File: config.mk
export PLATFORM = sky130hd
export DESIGN_NAME = relogio_ajuste
export DESIGN_NICKNAME = d
export VERILOG_FILES = /design/src/rtl/relogio_pkg.sv /design/src/rtl/ajuste_debounce.sv /design/src/rtl/relogio_ajuste.sv
export SDC_FILE = /design/constraint.sdc
export NUM_CORES = 1
export LEC_CHECK = 0
export CORE_MARGIN = 3
export CORE_UTILIZATION = 35
export CTS_CLUSTER_DIAMETER = 80
export CTS_CLUSTER_SIZE = 30
export DETAILED_ROUTE_END_ITERATION = 7
export GPL_TIMING_DRIVEN = 0
export PLACE_DENSITY = 0.62
export REMOVE_ABC_BUFFERS = 1
export SETUP_SLACK_MARGIN = 0.02
export SKIP_LAST_GASP = 1
export SYNTH_ARGS = -nofsm -noshare
export SYNTH_HDL_FRONTEND = slang
export SYNTH_SLANG_ARGS = --single-unit
export TNS_END_PERCENT = 5
File: constraint.sdc
create_clock -name clk -period 4.75 [get_ports clk]
set_input_delay 0.7125 -clock clk [delete_from_list [all_inputs] [get_ports clk]]
set_output_delay 0.7125 -clock clk [all_outputs]
set_load 0.05 [all_outputs]
File: src/rtl/relogio_pkg.sv
// relogio_pkg: edit FSM encoding, BCD limits and the digit-pair step helper.
package relogio_pkg;
  typedef enum logic [1:0] {IDLE, EDIT_H, EDIT_M, COMMIT} state_t;
  localparam logic [7:0] HOUR_MAX = 8'd23;
  localparam logic [7:0] MIN_MAX = 8'd59;
  // Wraps within 0..max; out-of-range inputs land on a valid value.
  function automatic logic [7:0] bcd_step(input logic [3:0] t, input logic [3:0] u,
                                          input logic [7:0] max, input logic up);
    logic [7:0] v, n;
    v = {4'd0, t} * 8'd10 + {4'd0, u};
    n = up ? (v >= max ? 8'd0 : v + 8'd1) : (v == 8'd0 || v > max ? max : v - 8'd1);
    return {4'(n / 8'd10), 4'(n % 8'd10)};
  endfunction
endpackage

File: src/rtl/ajuste_debounce.sv
// ajuste_debounce: 2-flop synchronizer, stability counter and rising-edge press pulse.
module ajuste_debounce #(
  parameter int DEB_CYCLES = 3
) (
  input  logic clk,
  input  logic reset,
  input  logic btn,
  output logic press
);
  localparam int CW = $clog2(DEB_CYCLES + 1);
  logic s1, s2, lvl, lvl_q;
  logic [CW-1:0] cnt;
  always_ff @(posedge clk or negedge reset) begin
    if (!reset) begin
      s1 <= 1'b0;
      s2 <= 1'b0;
      lvl <= 1'b0;
      lvl_q <= 1'b0;
      cnt <= '0;
    end else begin
      s1 <= btn;
      s2 <= s1;
      lvl_q <= lvl;
      if (s2 == lvl) cnt <= '0;
      else if (cnt == CW'(DEB_CYCLES - 1)) begin
        lvl <= s2;
        cnt <= '0;
      end else cnt <= cnt + CW'(1);
    end
  end
  assign press = lvl & ~lvl_q;
endmodule

File: src/rtl/relogio_ajuste.sv
// relogio_ajuste: button-driven hour/minute editor feeding the relogio load interface.
module relogio_ajuste
  import relogio_pkg::*;
#(
  parameter int DEB_CYCLES = 3
) (
  input  logic       clk,
  input  logic       reset,
  input  logic       btn_mode,
  input  logic       btn_inc,
  input  logic       btn_dec,
  input  logic       btn_cancel,
  input  logic [1:0] cur_H1,
  input  logic [3:0] cur_H0,
  input  logic [3:0] cur_M1,
  input  logic [3:0] cur_M0,
  output logic [1:0] H_in1,
  output logic [3:0] H_in0,
  output logic [3:0] M_in1,
  output logic [3:0] M_in0,
  output logic       LD_time,
  output logic       editing,
  output logic       sel_min
);
  state_t st, nxt;
  logic [1:0] h1, h1_n;
  logic [3:0] h0, h0_n, m1, m1_n, m0, m0_n;
  logic ev_mode, ev_inc, ev_dec, ev_cancel, adj;
  logic [5:0] h_step;
  logic [7:0] m_step;
  ajuste_debounce #(.DEB_CYCLES(DEB_CYCLES)) u_mode (.clk, .reset, .btn(btn_mode), .press(ev_mode));
  ajuste_debounce #(.DEB_CYCLES(DEB_CYCLES)) u_inc (.clk, .reset, .btn(btn_inc), .press(ev_inc));
  ajuste_debounce #(.DEB_CYCLES(DEB_CYCLES)) u_dec (.clk, .reset, .btn(btn_dec), .press(ev_dec));
  ajuste_debounce #(.DEB_CYCLES(DEB_CYCLES)) u_cancel (.clk, .reset, .btn(btn_cancel), .press(ev_cancel));
  // inc and dec in the same cycle cancel each other out
  assign adj = ev_inc ^ ev_dec;
  assign h_step = 6'(bcd_step({2'b00, h1}, h0, HOUR_MAX, ev_inc));
  assign m_step = bcd_step(m1, m0, MIN_MAX, ev_inc);
  always_ff @(posedge clk or negedge reset) begin
    if (!reset) begin
      st <= IDLE;
      h1 <= '0;
      h0 <= '0;
      m1 <= '0;
      m0 <= '0;
    end else begin
      st <= nxt;
      h1 <= h1_n;
      h0 <= h0_n;
      m1 <= m1_n;
      m0 <= m0_n;
    end
  end
  always_comb begin
    nxt = st;
    {h1_n, h0_n, m1_n, m0_n} = {h1, h0, m1, m0};
    case (st)
      IDLE: if (ev_mode) begin
        nxt = EDIT_H;
        {h1_n, h0_n, m1_n, m0_n} = {cur_H1, cur_H0, cur_M1, cur_M0};
      end
      EDIT_H: begin
        nxt = ev_cancel ? IDLE : ev_mode ? EDIT_M : EDIT_H;
        if (!ev_cancel && !ev_mode && adj) {h1_n, h0_n} = h_step;
      end
      EDIT_M: begin
        nxt = ev_cancel ? IDLE : ev_mode ? COMMIT : EDIT_M;
        if (!ev_cancel && !ev_mode && adj) {m1_n, m0_n} = m_step;
      end
      default: nxt = IDLE;
    endcase
  end
  assign {H_in1, H_in0, M_in1, M_in0} = {h1, h0, m1, m0};
  assign LD_time = st == COMMIT;
  assign editing = st == EDIT_H || st == EDIT_M;
  assign sel_min = st == EDIT_M;
endmodule

==> impl_metrics.env, run 1 <==
export IMPL_status="complete, no violations"
export IMPL_crit_slowest_cell="fa_1"
export IMPL_num_rows=34
export IMPL_via_per_inst=5.57
export IMPL_synthTopCellsByArea="dfrtp_1, ha_1, xnor2_1, a21oi_1, nor2b_1"
export IMPL_die_area_mm2=0.0107
export IMPL_critPathArrivalTime_ns=4.74
export IMPL_antenna_found_initial=0
export IMPL_drt_wirelength_per_cell_um=15.4
export IMPL_slew_violations=0
export IMPL_layout_drive_gt1_share_pct=16.5
export IMPL_cts_clk_slew_worst_paths_ns=0.08
export IMPL_drtIter0Drc=211
export IMPL_worstHoldStart="u_dec.s1"
export IMPL_cts_tree="yes"
export IMPL_avgSynthCellArea_um2=9.15
export IMPL_final_nets=458
export IMPL_drc=0
export IMPL_worst_path_buf_inv=0
export IMPL_yosysTopAreaCell="dfrtp_1"
export IMPL_worst_slew_pin_slew_ns=1.24
export IMPL_cp_top_family="compound AO/OA/AOI/OAI gates"
export IMPL_critPathCaptureType="register"
export IMPL_synthTopCellsByCount="dfrtp_1, nand2_1, ha_1, nor2_1, a21oi_1"
export IMPL_ys_flop_type="dfrtp_1"
export IMPL_period_minus_slack_ns=4.57
export IMPL_cp_max_fo=6
export IMPL_synth_yosys_seq_area_share_pct=30.1
export IMPL_crit_start="M_in1[1]"
export IMPL_grt_pass1_vias=2938
export IMPL_slowest_delay_ns=0.54
export IMPL_synth_edf_count=0
export IMPL_num_vias=2999
export IMPL_htreeDepth=2
export IMPL_floorplan_initialDensity_pct=37.1
export IMPL_area_growth_pct=24.3
export IMPL_hp_class="reg2reg"
export IMPL_dr_pass1_iters=4
export IMPL_design_area_mm2=0.00414
export IMPL_grt_max_degree=41
export IMPL_relSlewSlack_pct=17.3
export IMPL_clk_latency_ns=0.29
export IMPL_cts_buffers=5
export IMPL_antenna_left=0
export IMPL_path_cells="ha_1 > ha_2 > fa_1 > a21bo_2 > o22a_4 > nor4_4 > a211oi_4 > o22a_2 > nor2_4 > xnor2_1 > a22oi_1 > and2_4 > ha_4 > nor2_1 > a221o_1 > a22oi_2 > nand4_1"
export IMPL_synth_top_area_share_pct=30.1
export IMPL_yosysMostFrequentCell="dfrtp_1"
export IMPL_gp_congestion=0.896
export IMPL_io_pins=37
export IMPL_hold_viol_final=0
export IMPL_cap_violations=0
export IMPL_core_area_mm2=0.00898
export IMPL_cts_root_buf="clkbuf_8"
export IMPL_synthesis_area_mm2=0.00333
export IMPL_dpl_instance_area_mm2=0.00380
export IMPL_diodes=0
export IMPL_grt_pass1_wl_mm=13.5
export IMPL_ys_ff_latch=40
export IMPL_die_w_um=104
export IMPL_dp_hpwl_mm=5.89
export IMPL_overflow=0
export IMPL_timing_rr_start="M_in1[1]"
export IMPL_worstSetupPathType="reg2reg"
export IMPL_grtUsageTotal_pct=14.7
export IMPL_numPortBuffers=36
export IMPL_wl_mm=8.30
export IMPL_synthDistinctLibCells=76
export IMPL_period_share_pct=96.3
export IMPL_cp_start_kind="register"
export IMPL_die_h_um=104
export IMPL_ys_async_sr_fraction_pct=100
export IMPL_synth_cells=364
export IMPL_cts_path_max_buffers=2
export IMPL_numClockSinks=40
export IMPL_critPathRequiredTime_ns=4.92
export IMPL_finClkSkew_ns=0.00525
export IMPL_yosysWarnings=0
export IMPL_final_setup_viol_count=0
export IMPL_max_freq_ghz=0.219
## metrics by stage
stage / utilization [%] / std cells / TNS [ns] / worst slack, ns / hold WS [ns]
2_1_floorplan: - / 354 / 0 / 0.201 / 0.331
3_3_place_gp: 42.3 / 516 / 0 / 0.0837 / 0.333
3_5_place_dp: 42.3 / 516 / 0 / 0.0299 / 0.336
4_1_cts: 43.7 / 523 / 0 / 0.0296 / 0.355
5_1_grt: 46.1 / 538 / -0.0244 / -0.0244 / 0.359
6_report: 46.1 / 538 / 0 / 0.176 / 0.351
## cell type report
type / instances / area (µm²)
clock buffers: 5 / 68.8
clock inverters: 2 / 60.1
fillers: 864 / 4840
inverters: 11 / 41.3
multi-input cells: 303 / 2340
flip-flops and latches: 40 / 1000
well taps: 126 / 158
repair buffers: 51 / 468
## layer usage
metal	vias to the layer above	wire length, µm	part of all wire (%)	global-route usage [%]
li1	1437	-	-	-
met1	1477	3810	46	20.3
met2	68	3960	48	23.4
met3	17	314	3.8	2.36
met4	0	208	2.5	5.41
met5	-	0	0	0
## sequential cells by signal, indices dropped and copies added (netlist names), 2 cells and up
name and count:
st 2, H_in1 2, H_in0 4, M_in0 4, M_in1 4, u_inc.cnt 2
u_mode.cnt 2, u_dec.cnt 2, u_cancel.cnt 2
## worst paths after layout
path | end | slack (ns) | cells past startpoint
max reg2reg | M_in0[2] | 0.18 | 17
max in group asynchronous | M_in1[1] | 3.60 | 1
min reg2reg | u_dec.s2 | 0.35 | 0
min in group asynchronous | u_dec.lvl_q | 0.55 | 1
max | M_in0[2] | 0.18 | 17
min | u_dec.s2 | 0.35 | 0
## cell usage in the layout (no fill, tap or decap), types with 7 or more instances in the layout
cell,synthesis,routed
xnor2_1,16,16
nor2_1,23,22
o21ai_0,7,7
clkdlybuf4s50_1,0,35
a21oi_1,22,21
inv_1,10,10
nor3b_1,11,11
and3_1,7,7
ha_1,23,21
buf_4,2,15
nand3_1,11,11
dfrtp_1,40,39
nor3_1,11,9
nor2b_1,16,16
nand2_1,25,24
## kinds of logic (layout without fill, tap and decap cells)
family          Yosys count  count (layout)  share of synthesized area (%)
compound gates          101             101                           22.8
fa+ha+maj                27              27                           10.8
flops                    40              40                           30.1
xor+xnor                 23              23                           6.27
buf+inv                  21              69                           2.67
simple gates            143             143                           24.5
mux                       9               9                           2.89
## what timing repair did
action | CTS | global route
hold buffers | 0 | 0
endpoints found under the setup margin | 1 | 1
pin swaps | 1 | 10
buffers inserted | 0 | 15
gates resized for setup | 0 | 22
Power of run 1 is left out: the tool's default activity adds up to more than one toggle a clock period on the data nets, which glitch-free logic cannot reach.
==> run 2, diff against run 1 <==
CORE_UTILIZATION = 59   (was 35)
CTS_BUF_LIST = sky130_fd_sc_hd__clkbuf_2 sky130_fd_sc_hd__clkbuf_4 sky130_fd_sc_hd__clkbuf_8   (was not set)
CTS_CLUSTER_DIAMETER = not set   (was 80)
PLACE_DENSITY = 0.91   (was 0.62)
==> impl_metrics.env, run 2 (synthesized netlist as in run 1, its figures left out) <==
export IMPL_worstHoldStart="u_inc.s1"
export IMPL_die_area_mm2=0.00658
export IMPL_design_area_mm2=0.00403
export IMPL_area_growth_pct=20.9
export IMPL_dpl_instance_area_mm2=0.00373
export IMPL_gp_congestion=0.960
export IMPL_numPortBuffers=36
export IMPL_cp_top_family="compound AO/OA/AOI/OAI gates"
export IMPL_antenna_left=0
export IMPL_via_per_inst=6.47
export IMPL_path_cells="ha_1 > ha_1 > fa_1 > a21bo_2 > o22a_2 > nor4_4 > buf_4 > a2bb2oi_4 > and3_4 > a21oi_4 > and2_1 > a22oi_2 > and2_1 > ha_4 > nor2_1 > a221o_1 > a22oi_1 > nand4_1"
export IMPL_period_minus_slack_ns=4.67
export IMPL_cts_tree="yes"
export IMPL_rsz0062_at_grt="yes"
export IMPL_min_to="u_inc.s2"
export IMPL_grt_pass1_wl_mm=12.8
export IMPL_worstSetupPathType="reg2reg"
export IMPL_hold_viol_final=0
export IMPL_worst_path_buf_inv=1
export IMPL_cap_violations=0
export IMPL_timing_rr_start="M_in1[1]"
export IMPL_status="complete, no violations"
export IMPL_cts_path_max_buffers=2
export IMPL_diodes=0
export IMPL_grtUsageTotal_pct=24.7
export IMPL_max_freq_ghz=0.214
export IMPL_wl_mm=8.22
export IMPL_hp_class="reg2reg"
export IMPL_final_setup_viol_count=0
export IMPL_slew_violations=0
export IMPL_grt_pass1_vias=2752
export IMPL_drt_wirelength_per_cell_um=17.2
export IMPL_cts_root_buf="clkbuf_8"
export IMPL_finClkSkew_ns=0.0103
export IMPL_critPathArrivalTime_ns=4.85
export IMPL_crit_slowest_cell="fa_1"
export IMPL_cts_clk_slew_worst_paths_ns=0.08
export IMPL_slowest_delay_ns=0.51
export IMPL_critPathCaptureType="register"
export IMPL_num_rows=26
export IMPL_cp_max_fo=6
export IMPL_r2r_cells=18
export IMPL_dp_hpwl_mm=5.54
export IMPL_critPathRequiredTime_ns=4.93
export IMPL_finish_utilization_pct=76.4
export IMPL_postCtsHoldBufs=0
export IMPL_antenna_found_initial=0
export IMPL_worst_r2r_setup_slack_ns=0.08
export IMPL_drc=0
export IMPL_numClockSinks=40
export IMPL_mostFrequentLayoutCells="dfrtp_1, clkdlybuf4s50_1, nand2_1"
export IMPL_floorplan_initialDensity_pct=63.2
export IMPL_final_nets=453
export IMPL_worst_slew_pin_slew_ns=1.08
export IMPL_clk_latency_ns=0.30
export IMPL_reg2reg_to="M_in0[2]"
export IMPL_whs_path_depth=0
export IMPL_htreeDepth=2
export IMPL_layout_drive_gt1_share_pct=15.4
export IMPL_die_w_um=81.1
export IMPL_period_share_pct=98.2
export IMPL_dr_pass1_iters=5
export IMPL_cts_buffers=5
export IMPL_num_vias=3093
export IMPL_cp_start_kind="register"
export IMPL_grt_max_degree=41
export IMPL_drtIter0Drc=272
export IMPL_die_h_um=81.1
export IMPL_relSlewSlack_pct=27.7
export IMPL_overflow=0
export IMPL_core_area_mm2=0.00527
export IMPL_io_pins=37
export IMPL_final_common_cell="dfrtp_1"
==> run 2: final cells by class <==
type | count | area, µm²
Clock inverter | 3 | 42.5
Tap cell | 70 | 87.6
Inverter | 11 | 41.3
Timing Repair Buffer | 46 | 443
Clock buffer | 5 | 68.8
Sequential cell | 40 | 1000
Multi-Input combinational cell | 303 | 2340
Fill cell | 366 | 1240
==> run 2: timing repair <==
item                                    CTS  global route
setup buffers                             1             9
gates resized for setup                   1            19
endpoints found under the setup margin    1             2
pin swaps                                 1             6
==> run 2: worst max path at each step <==
stage	startpoint	endpoint	slack (ns)	cells after the start
final	M_in1[1]	M_in0[2]	0.08	18
after global routing	M_in1[1]	M_in0[2]	-0.08	19
after CTS	M_in1[1]	M_in0[2]	0.06	17
after detailed placement	M_in1[1]	M_in0[2]	0.07	17
after global placement	M_in1[1]	M_in0[2]	0.15	17
after floorplan	M_in1[1]	M_in0[2]	0.20	17
==> run 2: per-layer routing <==
metal  vias up  track usage, %  share of wire, %
li1       1441               -                 -
met1      1527            33.9                43
met2       114            41.2                51
met3        11            3.33               5.0
met4         0            6.25               1.2
met5         -               0                 0
==> run 2: metrics by stage <==
stage,TNS (ns),std cells,worst slack (ns),hold slack (ns)
3_5_place_dp,0,460,0.0674,0.338
3_3_place_gp,0,460,0.146,0.333
6_report,0,478,0.0837,0.340
4_1_cts,0,469,0.0607,0.345
2_1_floorplan,0,354,0.201,0.331
5_1_grt,-0.0787,478,-0.0787,0.359
==> run 2: worst reg2reg max path: stages, from the launching register on <==
cell and delay [ns]:
dfrtp_2 0.45, ha_1 0.31, ha_1 0.23, fa_1 0.51
a21bo_2 0.23, o22a_2 0.27, nor4_4 0.27, buf_4 0.18
a2bb2oi_4 0.09, and3_4 0.25, a21oi_4 0.25, and2_1 0.22
a22oi_2 0.08, and2_1 0.21, ha_4 0.30, nor2_1 0.05
a221o_1 0.30, a22oi_1 0.22, nand4_1 0.12
Power of run 2 is left out for the same reason.
